<file path="config.mk">
export PLATFORM = sky130hd
export DESIGN_NAME = point_stream_sequencer
export DESIGN_NICKNAME = d
export VERILOG_FILES = /design/src/rtl/point_stream_sequencer.sv
export SDC_FILE = /design/constraint.sdc
export NUM_CORES = 2
export LEC_CHECK = 0
export ABC_AREA = 1
export ABC_CLOCK_PERIOD_IN_PS = 5200
export CAP_MARGIN = 20
export CELL_PAD_IN_SITES_DETAIL_PLACEMENT = 0
export CELL_PAD_IN_SITES_GLOBAL_PLACEMENT = 1
export CORE_MARGIN = 2
export CORE_UTILIZATION = 52
export CTS_CLUSTER_SIZE = 10
export DETAILED_ROUTE_END_ITERATION = 8
export GPL_ROUTABILITY_DRIVEN = 0
export PLACE_DENSITY = 0.8
export SETUP_SLACK_MARGIN = 0.05
export SLEW_MARGIN = 20
export SYNTH_ARGS = -nofsm -noshare
export SYNTH_HDL_FRONTEND = slang
export SYNTH_SLANG_ARGS = --single-unit
</file>
<file path="constraint.sdc">
create_clock -name clk -period 5.2 [get_ports clk]
set_input_delay 1.04 -clock clk [delete_from_list [all_inputs] [get_ports clk]]
set_output_delay 1.04 -clock clk [all_outputs]
set_load 0.02 [all_outputs]
</file>
<file path="src/rtl/point_stream_sequencer.sv">
// Parses a UART byte stream into 32-bit point words, buffers them in a FIFO and issues
// them to the line-draw controller as one-cycle draw/jump pulses with a holdoff between issues.
module point_stream_sequencer #(
    parameter int FIFO_DEPTH     = 64,
    parameter int TIMEOUT_CYCLES = 100000,
    parameter int HOLDOFF        = 2
) (
    input  logic                          clk,
    input  logic                          reset_n,
    input  logic                          rx_valid,
    input  logic [7:0]                    rx_byte,
    input  logic                          ready,
    output logic                          draw,
    output logic                          jump,
    output logic [11:0]                   x,
    output logic [11:0]                   y,
    output logic                          frame_active,
    output logic                          frame_end,
    output logic                          overflow,
    output logic                          rx_error,
    output logic [$clog2(FIFO_DEPTH):0]   fifo_level
);

    localparam int AW = $clog2(FIFO_DEPTH);
    localparam int LW = AW + 1;
    localparam int TW = $clog2(TIMEOUT_CYCLES + 1);
    localparam int HW = (HOLDOFF > 1) ? $clog2(HOLDOFF) : 1;

    localparam logic [31:0]   DONE_WORD    = 32'h0101_0101;
    localparam logic [LW-1:0] DEPTH        = LW'(FIFO_DEPTH);
    localparam logic [TW-1:0] TIMEOUT_LAST = TW'(TIMEOUT_CYCLES - 1);
    localparam logic [HW-1:0] HOLD_LAST    = HW'(HOLDOFF - 1);

    typedef enum logic {RX_WAIT, RX_FRAME} rx_state_t;
    typedef enum logic {IS_IDLE, IS_HOLD} is_state_t;

    rx_state_t       rx_state;
    is_state_t       is_state;
    logic [1:0]      byte_cnt;
    logic [23:0]     shift_reg;
    logic [TW-1:0]   idle_timer;
    logic [HW-1:0]   hold_cnt;

    logic [24:0]     mem [FIFO_DEPTH];
    logic [AW-1:0]   wr_ptr;
    logic [AW-1:0]   rd_ptr;
    logic [24:0]     head;

    logic [31:0]     word;
    logic            word_done;
    logic            is_done;
    logic            is_point;
    logic            fifo_full;
    logic            fifo_empty;
    logic            pop;
    logic            push;
    logic            drop;
    logic            timeout;

    // The done word is matched before the op field, since it would otherwise decode as a draw.
    assign word       = {shift_reg, rx_byte};
    assign word_done  = (rx_state == RX_FRAME) && rx_valid && (byte_cnt == 2'd3);
    assign is_done    = word_done && (word == DONE_WORD);
    assign is_point   = word_done && !is_done && !word[31];
    assign fifo_full  = (fifo_level == DEPTH);
    assign fifo_empty = (fifo_level == '0);
    assign pop        = (is_state == IS_IDLE) && ready && !fifo_empty;
    assign push       = is_point && (!fifo_full || pop);
    assign drop       = is_point && fifo_full && !pop;
    assign timeout    = (byte_cnt != 2'd0) && !rx_valid && (idle_timer == TIMEOUT_LAST);
    assign head       = mem[rd_ptr];

    always_ff @(posedge clk) begin
        if (!reset_n) begin
            rx_state     <= RX_WAIT;
            byte_cnt     <= 2'd0;
            shift_reg    <= 24'h0;
            idle_timer   <= '0;
            frame_active <= 1'b0;
            frame_end    <= 1'b0;
            overflow     <= 1'b0;
            rx_error     <= 1'b0;
        end else begin
            frame_end <= 1'b0;
            rx_error  <= 1'b0;
            if (rx_valid || byte_cnt == 2'd0) begin
                idle_timer <= '0;
            end else if (idle_timer != TIMEOUT_LAST) begin
                idle_timer <= idle_timer + TW'(1);
            end
            if (drop) begin
                overflow <= 1'b1;
            end
            case (rx_state)
                RX_WAIT: begin
                    if (rx_valid && rx_byte != 8'h00) begin
                        shift_reg    <= {shift_reg[15:0], rx_byte};
                        byte_cnt     <= 2'd1;
                        rx_state     <= RX_FRAME;
                        frame_active <= 1'b1;
                        overflow     <= 1'b0;
                    end
                end
                RX_FRAME: begin
                    if (rx_valid) begin
                        // byte_cnt wraps from 3 back to 0 when a word completes
                        shift_reg <= {shift_reg[15:0], rx_byte};
                        byte_cnt  <= byte_cnt + 2'd1;
                        if (is_done) begin
                            frame_end    <= 1'b1;
                            rx_state     <= RX_WAIT;
                            frame_active <= 1'b0;
                        end
                    end else if (timeout) begin
                        rx_error     <= 1'b1;
                        byte_cnt     <= 2'd0;
                        rx_state     <= RX_WAIT;
                        frame_active <= 1'b0;
                    end
                end
            endcase
        end
    end

    always_ff @(posedge clk) begin
        if (!reset_n) begin
            wr_ptr     <= '0;
            rd_ptr     <= '0;
            fifo_level <= '0;
        end else begin
            if (push) begin
                wr_ptr <= wr_ptr + AW'(1);
            end
            if (pop) begin
                rd_ptr <= rd_ptr + AW'(1);
            end
            fifo_level <= fifo_level + LW'(push) - LW'(pop);
        end
    end

    // Storage keeps only the jump flag and the coordinates.
    always_ff @(posedge clk) begin
        if (reset_n && push) begin
            mem[wr_ptr] <= {word[30], word[23:0]};
        end
    end

    always_ff @(posedge clk) begin
        if (!reset_n) begin
            is_state <= IS_IDLE;
            hold_cnt <= '0;
            draw     <= 1'b0;
            jump     <= 1'b0;
            x        <= 12'h0;
            y        <= 12'h0;
        end else begin
            draw <= 1'b0;
            jump <= 1'b0;
            case (is_state)
                IS_IDLE: begin
                    if (pop) begin
                        x        <= head[23:12];
                        y        <= head[11:0];
                        draw     <= !head[24];
                        jump     <= head[24];
                        hold_cnt <= '0;
                        is_state <= IS_HOLD;
                    end
                end
                IS_HOLD: begin
                    if (hold_cnt == HOLD_LAST) begin
                        is_state <= IS_IDLE;
                    end else begin
                        hold_cnt <= hold_cnt + HW'(1);
                    end
                end
            endcase
        end
    end

endmodule

</file>
# Yosys cells after proc, flatten, opt, wreduce, memory -nomap -nowiden
# Memories as Yosys holds them, arrays and structs flattened. A register that Yosys moved wholly into a read port is not among the register bits.
# Index checks and enable logic that the tools add are counted.
# Widths: inputs -> output; s select.
# word_totals
reg_bits	95
mem_bits_rw	1600
in_bits	12
output_inout_bits	37
elab_cells	106
memories	1
# memory_table
name	depth	word_bits	rd	rd_ports_with_merged_regs	wr	line_no	text
mem	64	25	1	1	1	44	logic [24:0] mem [FIFO_DEPTH];
# op_classes
add_sub_neg	7
n_eq_ne	10
muxes	32
bitwise_logic	4
n_reduce_logical	35
# op_table
op	count
$mux 24	2
$pmux 24 s2	1
$eq 32x25->1 const B	1
$mux 1	19
$add 17x1->17 const B	1
$eq 17x17->1 const B	1
$ne 17x17->1 const B	1
$logic_and 1x1->1	14
$add 6x1->6 const B	2
$mux 6	2
$pmux 1 s2	4
$reduce_bool 8->1	1
$add 7x1->7	1
$eq 7x7->1 const B	1
$logic_not 1->1	7
$logic_not 7->1	1
$sub 7x1->7	1
$mux 2	3
$ne 2x2->1 const B	3
$ne 3x2->1 const B	2
$reduce_and 2->1	3
$reduce_and 3->1	2
$reduce_or 3->1	2
$not 1->1	4
other kinds (8)	9

# Longest topological paths before layout
# depth
ltp_word	11
ltp_mapped	23
ltp_nobuf	22

# Worst setup path before layout
# No wires, ideal clock.
# synth_path
kind	register to register
startpoint	reg shift_reg[9]
endpoint	mem mem[63][0] (enable)
setup_ps	438
arrival_ps	3713
t_required_ps	4762
slack_ps	1049
stages_incl_launch_ff	11
path_buffers	1
synth_period_minus_slack_ps	4151
path_cell_list	dfxtp_1 > inv_1 > nand3_1 > or2_1 > nor2_1 > nand2_1 > nand3_2 > buf_6 > inv_2 > nand3_1 > nor3_1
# synth_between
elab_chain_len	9
# synth_lines
element	line_no	text
from (decl)	40	logic [23:0] shift_reg;
from (signal assigned)	97	shift_reg <= {shift_reg[15:0], rx_byte};
from (signal assigned)	107	shift_reg <= {shift_reg[15:0], rx_byte};
$eq 32x25->1	63	assign is_done = word_done && (word == DONE_WORD);
$logic_and 1x1->1	63	
$logic_not 1->1	64	assign is_point = word_done && !is_done && !word[31];
$logic_and 1x1->1 (2 in series)	64	
$logic_and 1x1->1	68	assign push = is_point && (!fifo_full || pop);
$logic_and 1x1->1	143	if (reset_n && push) begin
$mux 1	143	
$mux 1 (not written as such)	144	mem[wr_ptr] <= {word[30], word[23:0]};
to (decl)	44	
# No other way between the ends.

# Final worst setup path
# layout_path
startpoint	in rx_valid
endpoint	mem mem[8][17] (enable)
# layout_between
elab_chain_len	10
# layout_lines
element	line_no	text
from (decl)	10	input logic rx_valid,
$logic_and 1x1->1 (*) (2 in series)	62	assign word_done = (rx_state == RX_FRAME) && rx_valid && (byte_cnt == 2'd3);
$logic_and 1x1->1	63	
$logic_not 1->1	64	
$logic_and 1x1->1 (*) (2 in series)	64	
$logic_and 1x1->1 (*)	68	
$logic_and 1x1->1 (*)	143	
$mux 1 (*)	143	
$mux 1 (not written as such) (*)	144	
# Mark *: on every way between the ends. The rest lies on a longest branch, timed or not.

==> impl.org <==
** Run status
- Result of the run :: completed

** Global route
- Antenna violations before repair :: 3
- Global routing finished with a remaining overflow of 0.
- The first global-routing pass estimated around 280 mm of wire.
- In the global route stage, overall resource usage came out at 0.2712.
- Entering global routing, the biggest net connects 190 pins.
- The via count of the first global-routing pass is 43142.

** STA
- Derived from the worst setup path, the maximum achievable clock frequency is 280.4 MHz.
- Final critical delay including setup and external delays :: approximately 3.6 ns
- Number of slew-limit violations in the final report :: 0
- Across the routed clock network, the largest skew measured is about 0.023 ns.
- Final worst slack :: around 1.6 ns
- Measured against its own limit, the worst slew margin works out to 0.2764.
- On the final layout, the worst hold slack is between 0.4 and 0.5 ns.
- Setup repair after global routing left no endpoint under its margin.
- Final cycle utilization of the critical path :: 0.6859
- Endpoints failing setup :: 0
- Transition time at the pin with the least slew margin :: approximately 1.1 ns
- Final hold viol count :: 0
- Sum of negative setup slack :: 0 ns

** Job
- Max-cap violations :: 0

** Yosys
- Gate Count Post-Synth :: between 5000 and 6000
- The synthesized design contains around 1700 register bits.
- Of the total synthesized cell area, the portion taken by AND, OR, NAND and NOR gates is 0.2288.
- Share of the yosys chip area belonging to registers :: 0.7185
- Dividing the synthesized area by the synthesized cell count gives ~12 µm².
- The Yosys step of the flow raised 0 warnings.
- Synthesis instantiated 45 different standard cells from the library.
- Share of synthesized area spent on multiplexers :: 0
- Synthesis produced a netlist with a net count of between 6000 and 7000.
- Of the total synthesized cell area, the portion taken by XOR and XNOR cells is 0.0008799.
- Post-synthesis instance area :: 69680 µm²
- The synthesized-area fraction occupied by ao, oa, aoi and oai cells came to 0.007093.
- Main combinational cell family by area after synthesis :: simple AND/OR/NAND/NOR gates
- Arithmetic-cell share of the synthesized area counting full adders, half adders and majority gates :: 0.002622

** Final layout
- The area growth from synthesis to layout is 9.855%.
- Share of final-layout standard cells stronger than drive strength 1 :: 0.07842
- The register with the most flip-flops in the layout has 1600 of them.
- Final non-filler cell area :: between 70000 and 80000 µm²
- Net count of the finished layout :: 6050
- The library cell used most frequently in the layout, excluding fill and tap cells, is sky130_fd_sc_hd__nand2_1.
- Highest-count cells in the layout ignoring fill and taps :: sky130_fd_sc_hd__nand2_1, sky130_fd_sc_hd__edfxtp_1, sky130_fd_sc_hd__nand3_1, sky130_fd_sc_hd__clkbuf_16, sky130_fd_sc_hd__buf_4

** Drt
- Drt initial violations :: 5623
- Routed len/inst :: between 20 and 25 µm
- The routed layout has around 45000 vias.
- Number of design rule violations left after detail routing :: 0
- For this block, the routed nets add up to 185.8 mm of wire.
- DRT Pass-1 Iters :: 6
- ANT nets after route :: 0
- Via count normalized by instance count :: between 5 and 6

** Setup path
- Endpoint class of the critical path :: flop
- Setup slack on the worst reg-to-reg path comes out at about 1.8 ns.
- Among cell families on the critical path, the largest total delay comes from simple AND/OR/NAND/NOR gates.
- The largest single stage delay on the critical path is 0.52 ns.
- Capturing point of the worst reg2reg path :: x[11]$_SDFFE_PN0P_
- The most critical setup path has its startpoint at rx_valid.
- Critical path depth :: 11
- By instance count, the cell type seen most on the critical path is sky130_fd_sc_hd__nor2_2.
- The number of cells on the worst reg-to-reg path is 12.
- Critical path arrival :: approximately 4 ns
- In this run the worst setup path terminates at mem[8][17]$_DFFE_PP_.
- The critical path is of the in2reg type.
- STA classifies the critical path startpoint as an input pin.
- Walking the worst path, the cells encountered are clkdlybuf4s50_1 -> nand2_1 -> inv_2 -> nand2_1 -> nor2_2 -> nand3_2 -> nor2_2 -> nand3_1 -> buf_4 -> nor2_2 -> buf_4.
- Along the worst path, the maximum fanout reaches 25.
- Together, buffers and inverters on the worst path number 4.
- Data required time at the worst endpoint :: 5.65 ns
- The largest individual stage delay along the critical path comes from the cell sky130_fd_sc_hd__clkdlybuf4s50_1.

** CTS
- Clk root buf :: sky130_fd_sc_hd__clkbuf_16
- Once the clock tree was built, the resizer swapped 0 gates to a different size.
- After clock tree synthesis, the clock-pin slew on the worst setup and hold paths is about 0.05 ns.
- Clock Path Buffers :: 3
- H-tree Lvls :: 4
- Post-CTS Hold Buffers :: 0
- CTS buffer count :: 190
- After clock tree synthesis, the setup repair step added 0 buffers.
- For this design, the sink count on the clock tree is ~1700.
- TritonCTS built the clock tree.
- Source-to-sink clock delay at the later pin of the worst-skew pair :: 0.81 ns

** Floorplan
- In this run the core area contains roughly 130 standard-cell rows.
- The die covers between 100000 and 150000 µm².
- The floorplan step set the die height to ~370 µm.
- The initial utilization of the core area, before any placement, comes to 0.5228.
- For this design the top-level I/O count stands at 49.
- After floorplanning, the core was sized to cover ~130000 µm².
- Overall die width :: ~370 µm

** Placement
- The wire-length estimate of the detail-placed layout is between 90 and 100 mm.
- Area after DPL :: roughly 70000 µm²
- At the placement stage, the worst setup path has a slack of 0.8628 ns.
- PortBufs :: 48

** Power and ir drop
- In this run the power density over the cells is 429.9 nW/µm².
- Leakage :: approximately 28 nW
- IR analysis of the VDD net gives a maximum drop of approximately 0.48 mV.

** Hold path
- In this run the worst hold path is classified as reg2reg.
-- layer usage --
metal  global-route usage  wire length, µm  vias to the layer above
li1                     -                -                    20896
met1               0.3948            78520                    22074
met2               0.4207            85810                     2090
met3              0.03950            15870                      299
met4              0.09342             5590                        0
met5                    0                0                        -
-- cell families after synthesis --
logic type | Yosys count
buf+inv | 429
flops | 1701
xor+xnor | 7
simple gates | 3755
fa+ha+maj | 14
compound gates | 93
-- through the flow --
step | std cells | util | power [mW]
after floorplan | 5999 | - | 19.74
after global routing | 7863 | 0.5743 | 34.11
final | 7864 | 0.5743 | 32.90
after global placement | 7600 | 0.5346 | 21.18
after CTS | 7863 | 0.5742 | 32.99
after detailed placement | 7600 | 0.5346 | 21.24
-- worst min-delay path by stage --
stage                     startpoint                  end  depth (start not counted)
4_1_cts        hold_cnt$_SDFFE_PN0P_  is_state$_SDFF_PN0_                          1
5_1_grt            x[0]$_SDFFE_PN0P_    x[0]$_SDFFE_PN0P_                          2
2_1_floorplan  hold_cnt$_SDFFE_PN0P_  is_state$_SDFF_PN0_                          1
6_report       hold_cnt$_SDFFE_PN0P_  is_state$_SDFF_PN0_                          1
3_3_place_gp   hold_cnt$_SDFFE_PN0P_  is_state$_SDFF_PN0_                          1
3_5_place_dp   hold_cnt$_SDFFE_PN0P_  is_state$_SDFF_PN0_                          1
-- layout make-up --
type                    instances  area, µm²
diodes                          1      2.502
clock buffers                 247       5054
clock inverters                16      232.7
fillers                     10679      56740
inverters                      64      284.0
multi-input cells            3869      16850
flip-flops and latches       1701      50110
well taps                    1768       2212
repair buffers                198       1804
-- where the power goes --
group          internal, mW  switching, mW
Clock                  6.80           5.08
Sequential             15.2          0.141
Combinational          1.52           4.20
-- cells in the mapped netlist (all sizes together) --
library cell / n / share of area
a211oi: 1 / 0.00011
a21oi: 41 / 0.0029
a22o: 1 / 0.00013
a31oi: 2 / 0.00018
and3: 2 / 0.00018
buf: 302 / 0.035
clkbuf: 63 / 0.0034
clkinv: 1 / 0.000054
dfxtp: 101 / 0.029
edfxtp: 1600 / 0.69
fa: 1 / 0.00029
ha: 13 / 0.0023
inv: 63 / 0.0036
nand2: 2216 / 0.12
nand3: 1356 / 0.098
nand3b: 3 / 0.00032
nand4: 7 / 0.00063
nor2: 149 / 0.0086
nor3: 13 / 0.0010
nor3b: 3 / 0.00039
nor4: 1 / 0.000090
o2111ai: 1 / 0.00013
o211ai: 1 / 0.00011
o21a: 2 / 0.00022
o21ai: 41 / 0.0029
o21bai: 1 / 0.00011
o31a: 1 / 0.00013
o31ai: 1 / 0.00011
or2: 4 / 0.00036
or3: 1 / 0.000090
xor2: 7 / 0.00088
Power figures use the tool's default switching activity.
